`config.mk`:
```
export PLATFORM = sky130hd
export DESIGN_NAME = alu_mult_seq
export DESIGN_NICKNAME = d
export VERILOG_FILES = /design/src/rtl/alu_mult_seq.sv
export SDC_FILE = /design/constraint.sdc
export NUM_CORES = 1
export LEC_CHECK = 0
export ABC_AREA = 1
export CAP_MARGIN = 5
export CORE_MARGIN = 1
export CORE_UTILIZATION = 41
export DETAILED_ROUTE_END_ITERATION = 6
export GPL_ROUTABILITY_DRIVEN = 0
export PLACE_DENSITY = 0.77
export SKIP_CTS_REPAIR_TIMING = 1
export SYNTH_ARGS = -nofsm -noshare
export SYNTH_HDL_FRONTEND = slang
export SYNTH_SLANG_ARGS = --single-unit
```
`constraint.sdc`:
```
create_clock -name clk -period 1.4 [get_ports clk]
set_input_delay 0.21 -clock clk [delete_from_list [all_inputs] [get_ports clk]]
set_output_delay 0.21 -clock clk [all_outputs]
set_load 0.01 [all_outputs]
```
`src/rtl/alu_mult_seq.sv`:
```
// Shift-add unsigned multiplier driving an external combinational ALU (one ADD/cycle); done n+1 edges after accept,
// start ignored while busy (no queuing). Define ZERO_BYPASS_EN to short-circuit zero operands straight to DONE.
module alu_mult_seq #(
    parameter int n  = 32,
    parameter int CW = 6
) (
    input  logic           clk,
    input  logic           reset,
    input  logic           start,
    input  logic [n-1:0]   multiplicand,
    input  logic [n-1:0]   multiplier,
    output logic           busy,
    output logic           done,
    output logic [2*n-1:0] product,
    output logic [n-1:0]   alu_a,
    output logic [n-1:0]   alu_b,
    output logic [2:0]     alu_cmd,
    input  logic [n-1:0]   alu_result,
    input  logic           alu_carryout
);

    typedef enum logic [1:0] {
        S_IDLE = 2'd0,
        S_RUN  = 2'd1,
        S_DONE = 2'd2
    } state_t;

    state_t         state_q, state_d;
    logic [n-1:0]   mcand_q, mcand_d;
    logic [n-1:0]   acc_q, acc_d;
    logic [n-1:0]   mreg_q, mreg_d;
    logic [CW-1:0]  cnt_q, cnt_d;
    logic [2*n-1:0] product_q, product_d;
    logic           done_q, done_d;

    always_ff @(posedge clk) begin
        if (reset) begin
            state_q   <= S_IDLE;
            mcand_q   <= '0;
            acc_q     <= '0;
            mreg_q    <= '0;
            cnt_q     <= '0;
            product_q <= '0;
            done_q    <= 1'b0;
        end else begin
            state_q   <= state_d;
            mcand_q   <= mcand_d;
            acc_q     <= acc_d;
            mreg_q    <= mreg_d;
            cnt_q     <= cnt_d;
            product_q <= product_d;
            done_q    <= done_d;
        end
    end

    always_comb begin
        state_d   = state_q;
        mcand_d   = mcand_q;
        acc_d     = acc_q;
        mreg_d    = mreg_q;
        cnt_d     = cnt_q;
        product_d = product_q;
        done_d    = 1'b0;
        alu_a     = '0;
        alu_b     = '0;
        case (state_q)
            S_IDLE: begin
                if (start) begin
                    mcand_d = multiplicand;
                    mreg_d  = multiplier;
                    acc_d   = '0;
                    cnt_d   = '0;
                    state_d = S_RUN;
`ifdef ZERO_BYPASS_EN
                    if ((multiplicand == '0) || (multiplier == '0)) begin
                        mreg_d  = '0;
                        state_d = S_DONE;
                    end
`endif
                end
            end
            S_RUN: begin
                alu_a = acc_q;
                alu_b = mreg_q[0] ? mcand_q : '0;
                // Carry lands in the top bit so the (2n+1)-bit sum shifts right without loss.
                {acc_d, mreg_d} = {alu_carryout, alu_result, mreg_q[n-1:1]};
                cnt_d = cnt_q + CW'(1);
                if (cnt_q == CW'(n - 1)) begin
                    state_d = S_DONE;
                end
            end
            S_DONE: begin
                product_d = {acc_q, mreg_q};
                done_d    = 1'b1;
                state_d   = S_IDLE;
            end
            default: begin
                state_d = S_IDLE;
            end
        endcase
    end

    assign busy    = (state_q == S_RUN) || (state_q == S_DONE);
    assign done    = done_q;
    assign product = product_q;
    assign alu_cmd = 3'd0;

endmodule

```
==> flow_results.xml <==
<?xml version="1.0" encoding="UTF-8"?>
<metrics>
  <group name="final_layout">
    <metric name="area.growth.synth_to_final" unit="%">61.4</metric>
    <metric name="insertedDiodeCount" unit="">0</metric>
    <metric name="final_cells" unit="">1389</metric>
    <metric name="final_net_count" unit="">1264</metric>
    <metric name="final_cell_area" unit="sq um">10800</metric>
    <metric name="final_util" unit="%">67.7</metric>
    <metric name="fraction_of_layout_cells_with_a_size_suffix_above_1" unit="%">20.7</metric>
    <metric name="fill_cells" unit="">1287</metric>
  </group>
  <group name="setup_path">
    <metric name="r2r-start" unit="">state_q[1]</metric>
    <metric name="capturing_point_of_the_worst_reg2reg_path" unit="">mreg_q[3]</metric>
    <metric name="worst_setup_path_end_kind" unit="">primary output</metric>
    <metric name="critPathArrivalTime" unit="ns">1.69</metric>
    <metric name="crit_path_max_fanout" unit="">6</metric>
    <metric name="worst_ep_required_time" unit="ns">1.19</metric>
    <metric name="r2r_slack" unit="ns">-0.34</metric>
    <metric name="criticalPathCategory" unit="">register to primary output</metric>
    <metric name="cp-start-kind" unit="">register</metric>
    <metric name="reg2reg_depth" unit="">9</metric>
  </group>
  <group name="global_route">
    <metric name="grt_pass1_vias" unit="">5974</metric>
    <metric name="grt_antenna_before_repair" unit="">0</metric>
    <metric name="grt_pass1_wl" unit="mm">29.2</metric>
    <metric name="grt_max_degree" unit="">58</metric>
    <metric name="gr-usage-all-layers" unit="%">22.2</metric>
    <metric name="gr-total-overflow" unit="">0</metric>
  </group>
  <group name="floorplan">
    <metric name="floorplan.initialDensity" unit="%">41.9</metric>
    <metric name="top_level_ports" unit="">233</metric>
    <metric name="row_count" unit="">46</metric>
    <metric name="floorplan.die.width" unit="um">129</metric>
    <metric name="dieArea" unit="sq um">16800</metric>
    <metric name="die_height" unit="um">129</metric>
    <metric name="core-area" unit="sq um">15900</metric>
  </group>
  <group name="drt">
    <metric name="route.vias.total" unit="">7035</metric>
    <metric name="routed-wl-met2" unit="mm">10.7</metric>
    <metric name="detailroute.wirelength.met3" unit="mm">1.61</metric>
    <metric name="totalWireLength" unit="mm">21.9</metric>
    <metric name="dr.pass1.iters" unit="">5</metric>
    <metric name="detailedRoute.firstIterationViolations" unit="">398</metric>
    <metric name="via_per_inst" unit="">5.06</metric>
    <metric name="post_route_antenna_net_violation_count" unit="">0</metric>
    <metric name="detail_route.wl_per_cell" unit="um">15.8</metric>
    <metric name="wl_met1" unit="mm">9.26</metric>
    <metric name="drc" unit="">0</metric>
    <metric name="routed.top_layer" unit="">met4</metric>
  </group>
  <group name="power_and_ir_drop">
    <metric name="combinationalPowerShare" unit="%">25.9</metric>
    <metric name="share_of_power_burned_in_the_clock_network" unit="%">34.1</metric>
    <metric name="cell_internal_pwr" unit="W">0.0100</metric>
    <metric name="p_sw_share" unit="%">29.5</metric>
    <metric name="sequentialPowerShare" unit="%">40.0</metric>
    <metric name="leakagePower" unit="nW">4.90</metric>
    <metric name="ir_worst_vdd" unit="uV">927</metric>
    <metric name="netSwitchingPower" unit="W">0.00419</metric>
    <metric name="power_per_cell_area" unit="nW/um^2">1320</metric>
  </group>
  <group name="placement">
    <metric name="io_buffers" unit="">229</metric>
    <metric name="dpl.hpwl" unit="mm">12.8</metric>
    <metric name="dp.cells" unit="">1331</metric>
    <metric name="placed_cell_area" unit="sq um">9480</metric>
    <metric name="pre_cts_ws" unit="ns">-0.417</metric>
  </group>
  <group name="yosys">
    <metric name="synth_sequential_area_ratio" unit="%">50.8</metric>
    <metric name="synth_top_area_share" unit="%">50.8</metric>
    <metric name="synth-edff-count" unit="">0</metric>
    <metric name="post_synth_num_cell_types" unit="">24</metric>
    <metric name="ys.warnings.count" unit="">0</metric>
    <metric name="mean_instance_size_in_the_synthesized_netlist" unit="sq um">7.34</metric>
    <metric name="synth_top_area_cell" unit="">sky130_fd_sc_hd__dfxtp_1</metric>
    <metric name="synthesis.instances" unit="">907</metric>
    <metric name="ffs_latches_synth" unit="">169</metric>
    <metric name="postSynth.asyncResetShare" unit="%">0</metric>
    <metric name="postSynth.topFlopCell" unit="">sky130_fd_sc_hd__dfxtp_1</metric>
    <metric name="cell_area_synth" unit="sq um">6660</metric>
    <metric name="post_synth_main_area_contributors" unit="">sky130_fd_sc_hd__dfxtp_1 (51%), sky130_fd_sc_hd__o21ai_0 (9.6%), sky130_fd_sc_hd__nor2_1 (9.5%), sky130_fd_sc_hd__nand2_1 (7.9%), sky130_fd_sc_hd__a21oi_1 (5.3%)</metric>
  </group>
  <group name="min_path">
    <metric name="holdPathStages" unit="">3</metric>
    <metric name="hold_path_sink" unit="">mreg_q[9]</metric>
    <metric name="hp_class" unit="">input port to register</metric>
    <metric name="hold_start" unit="">multiplier[9]</metric>
  </group>
  <group name="outcome">
    <metric name="status" unit="">complete, but fails checks</metric>
    <metric name="violations_in_the_final_reports" unit="">setup timing</metric>
  </group>
  <group name="clock_tree">
    <metric name="worst_skew_pair.late_latency" unit="ns">0.42</metric>
    <metric name="clock_tree_from_tritoncts" unit="">done</metric>
    <metric name="htreeDepth" unit="">4</metric>
    <metric name="ctsRootBufferMaster" unit="">sky130_fd_sc_hd__clkbuf_16</metric>
    <metric name="cts_made_buffers" unit="">17</metric>
    <metric name="clkSlewWorstSetupHoldPaths" unit="ns">0.06</metric>
    <metric name="ctsLongestPathBuffers" unit="">2</metric>
    <metric name="clkSinkCount" unit="">169</metric>
  </group>
  <group name="sta">
    <metric name="timing.final.crit_share" unit="%">136</metric>
    <metric name="finalSetupTns" unit="ns">-49.48</metric>
    <metric name="final-setup-viol-count" unit="">222</metric>
    <metric name="finClkSkew" unit="ns">0.00893</metric>
    <metric name="rsz0062_at_grt" unit="">yes</metric>
    <metric name="final-max-slew-violation-count" unit="">0</metric>
    <metric name="period_minus_slack" unit="ns">1.90</metric>
    <metric name="transition_time_at_the_pin_with_the_least_slew_margin" unit="ns">0.510</metric>
    <metric name="max_freq" unit="GHz">0.526</metric>
    <metric name="layout_setup_ws" unit="ns">-0.501</metric>
    <metric name="relSlewSlack" unit="%">66.0</metric>
    <metric name="final_hold_violation_count" unit="">0</metric>
  </group>
  <group name="flow_run">
    <metric name="timing.max_cap.violations" unit="">0</metric>
  </group>
</metrics>
-- power groups by stage --
stage / registers, W / clock network (W) / logic, W
floorplan: 0.00582 / 0 / 0.00136
global placement: 0.00575 / 0 / 0.00289
detailed placement: 0.00576 / 0 / 0.00294
CTS: 0.00567 / 0.00489 / 0.00295
global route: 0.00574 / 0.00514 / 0.00393
finish: 0.00568 / 0.00484 / 0.00367
-- layout make-up --
cell class | count | area (sq um) | share of cell area [%]
tap | 216 | 270 | 2.51
multi-input combinational | 593 | 3010 | 28.0
clock buffer | 18 | 429 | 3.99
clock inverter | 14 | 171 | 1.59
sequential | 169 | 3390 | 31.5
timing repair buffer | 304 | 3190 | 29.7
inverter | 75 | 289 | 2.69
-- worst max-delay path by stage --
stage / endpoint / from / cells past startpoint
6_report: alu_b[10] / state_q[1] / 8
5_1_grt: alu_b[10] / state_q[1] / 8
4_1_cts: alu_a[28] / state_q[1] / 6
3_5_place_dp: alu_a[28] / state_q[1] / 6
3_3_place_gp: alu_a[27] / state_q[1] / 6
2_1_floorplan: alu_b[10] / state_q[1] / 6
-- Yosys cell counts, types with 2 or more instances --
cell type                  number
sky130_fd_sc_hd__dfxtp_1      169
sky130_fd_sc_hd__nand2_2        3
sky130_fd_sc_hd__buf_4          9
sky130_fd_sc_hd__inv_1         73
sky130_fd_sc_hd__a21oi_1       70
sky130_fd_sc_hd__ha_1           4
sky130_fd_sc_hd__o21ai_0      128
sky130_fd_sc_hd__nand3_1       37
sky130_fd_sc_hd__nand2_1      141
sky130_fd_sc_hd__buf_2         21
sky130_fd_sc_hd__nor2_1       168
sky130_fd_sc_hd__inv_2          2
sky130_fd_sc_hd__clkbuf_1      40
sky130_fd_sc_hd__a31oi_1       32
-- cell families after synthesis --
family / Yosys count / share of synthesized area (%)
AO/OA/AOI/OAI: 234 / 18.3
adder cells (fa/ha/maj): 4 / 0.751
buffers and inverters: 147 / 9.30
flip-flops: 169 / 50.8
other: 1 / 0.0563
AND/OR/NAND/NOR: 352 / 20.8
-- state kept, by name, summed over array words and instances, names as in the netlist --
| name | count |
|---|---|
| done | 1 |
| state_q | 2 |
| cnt_q | 6 |
| mreg_q | 32 |
| acc_q | 32 |
| product | 64 |
| mcand_q | 32 |
-- per-stage QoR --
step                      power (W)  hold slack, ns
after CTS                    0.0135           0.345
after global placement      0.00865           0.438
final                        0.0142           0.366
after detailed placement    0.00870           0.443
after floorplan             0.00718           0.370
after global routing         0.0148           0.362
-- per-layer routing --
metal / vias to the layer above / track usage [%]
li1: 3419 / -
met1: 3306 / 28.2
met2: 287 / 36.8
met3: 23 / 4.83
met4: 0 / 8.28
met5: - / 0
-- cell usage in the layout, fill, tap and decap left out, types with 2 or more instances in the layout --
cell type and count:
sky130_fd_sc_hd__clkbuf_2 27, sky130_fd_sc_hd__buf_4 32, sky130_fd_sc_hd__nand3_1 37, sky130_fd_sc_hd__dfxtp_1 167
sky130_fd_sc_hd__clkdlybuf4s50_1 152, sky130_fd_sc_hd__o21ai_0 112, sky130_fd_sc_hd__inv_2 4, sky130_fd_sc_hd__nor2_4 17
sky130_fd_sc_hd__a21oi_2 11, sky130_fd_sc_hd__nand2_2 4, sky130_fd_sc_hd__buf_12 18, sky130_fd_sc_hd__a31oi_1 32
sky130_fd_sc_hd__buf_2 17, sky130_fd_sc_hd__clkinv_4 2, sky130_fd_sc_hd__ha_4 2, sky130_fd_sc_hd__inv_6 3
sky130_fd_sc_hd__buf_6 31, sky130_fd_sc_hd__a21oi_1 59, sky130_fd_sc_hd__o21ai_2 16, sky130_fd_sc_hd__conb_1 3
sky130_fd_sc_hd__clkinvlp_4 3, sky130_fd_sc_hd__dfxtp_2 2, sky130_fd_sc_hd__dlymetal6s2s_1 14, sky130_fd_sc_hd__clkbuf_16 30
sky130_fd_sc_hd__nand2_1 136, sky130_fd_sc_hd__nand2_8 3, sky130_fd_sc_hd__inv_1 70, sky130_fd_sc_hd__bufinv_16 3
sky130_fd_sc_hd__nor2_1 141, sky130_fd_sc_hd__clkinv_2 3, sky130_fd_sc_hd__nor2_2 10
-- worst max-delay path, cell delays in order, from the launching register on --
cell and delay, ns:
sky130_fd_sc_hd__dfxtp_2 0.32, sky130_fd_sc_hd__inv_2 0.07, sky130_fd_sc_hd__ha_4 0.17, sky130_fd_sc_hd__buf_6 0.12, sky130_fd_sc_hd__nand2_8 0.06, sky130_fd_sc_hd__buf_12 0.15
sky130_fd_sc_hd__buf_12 0.13, sky130_fd_sc_hd__nor2_1 0.10, sky130_fd_sc_hd__buf_2 0.14
(Power assumes the default switching activity.)
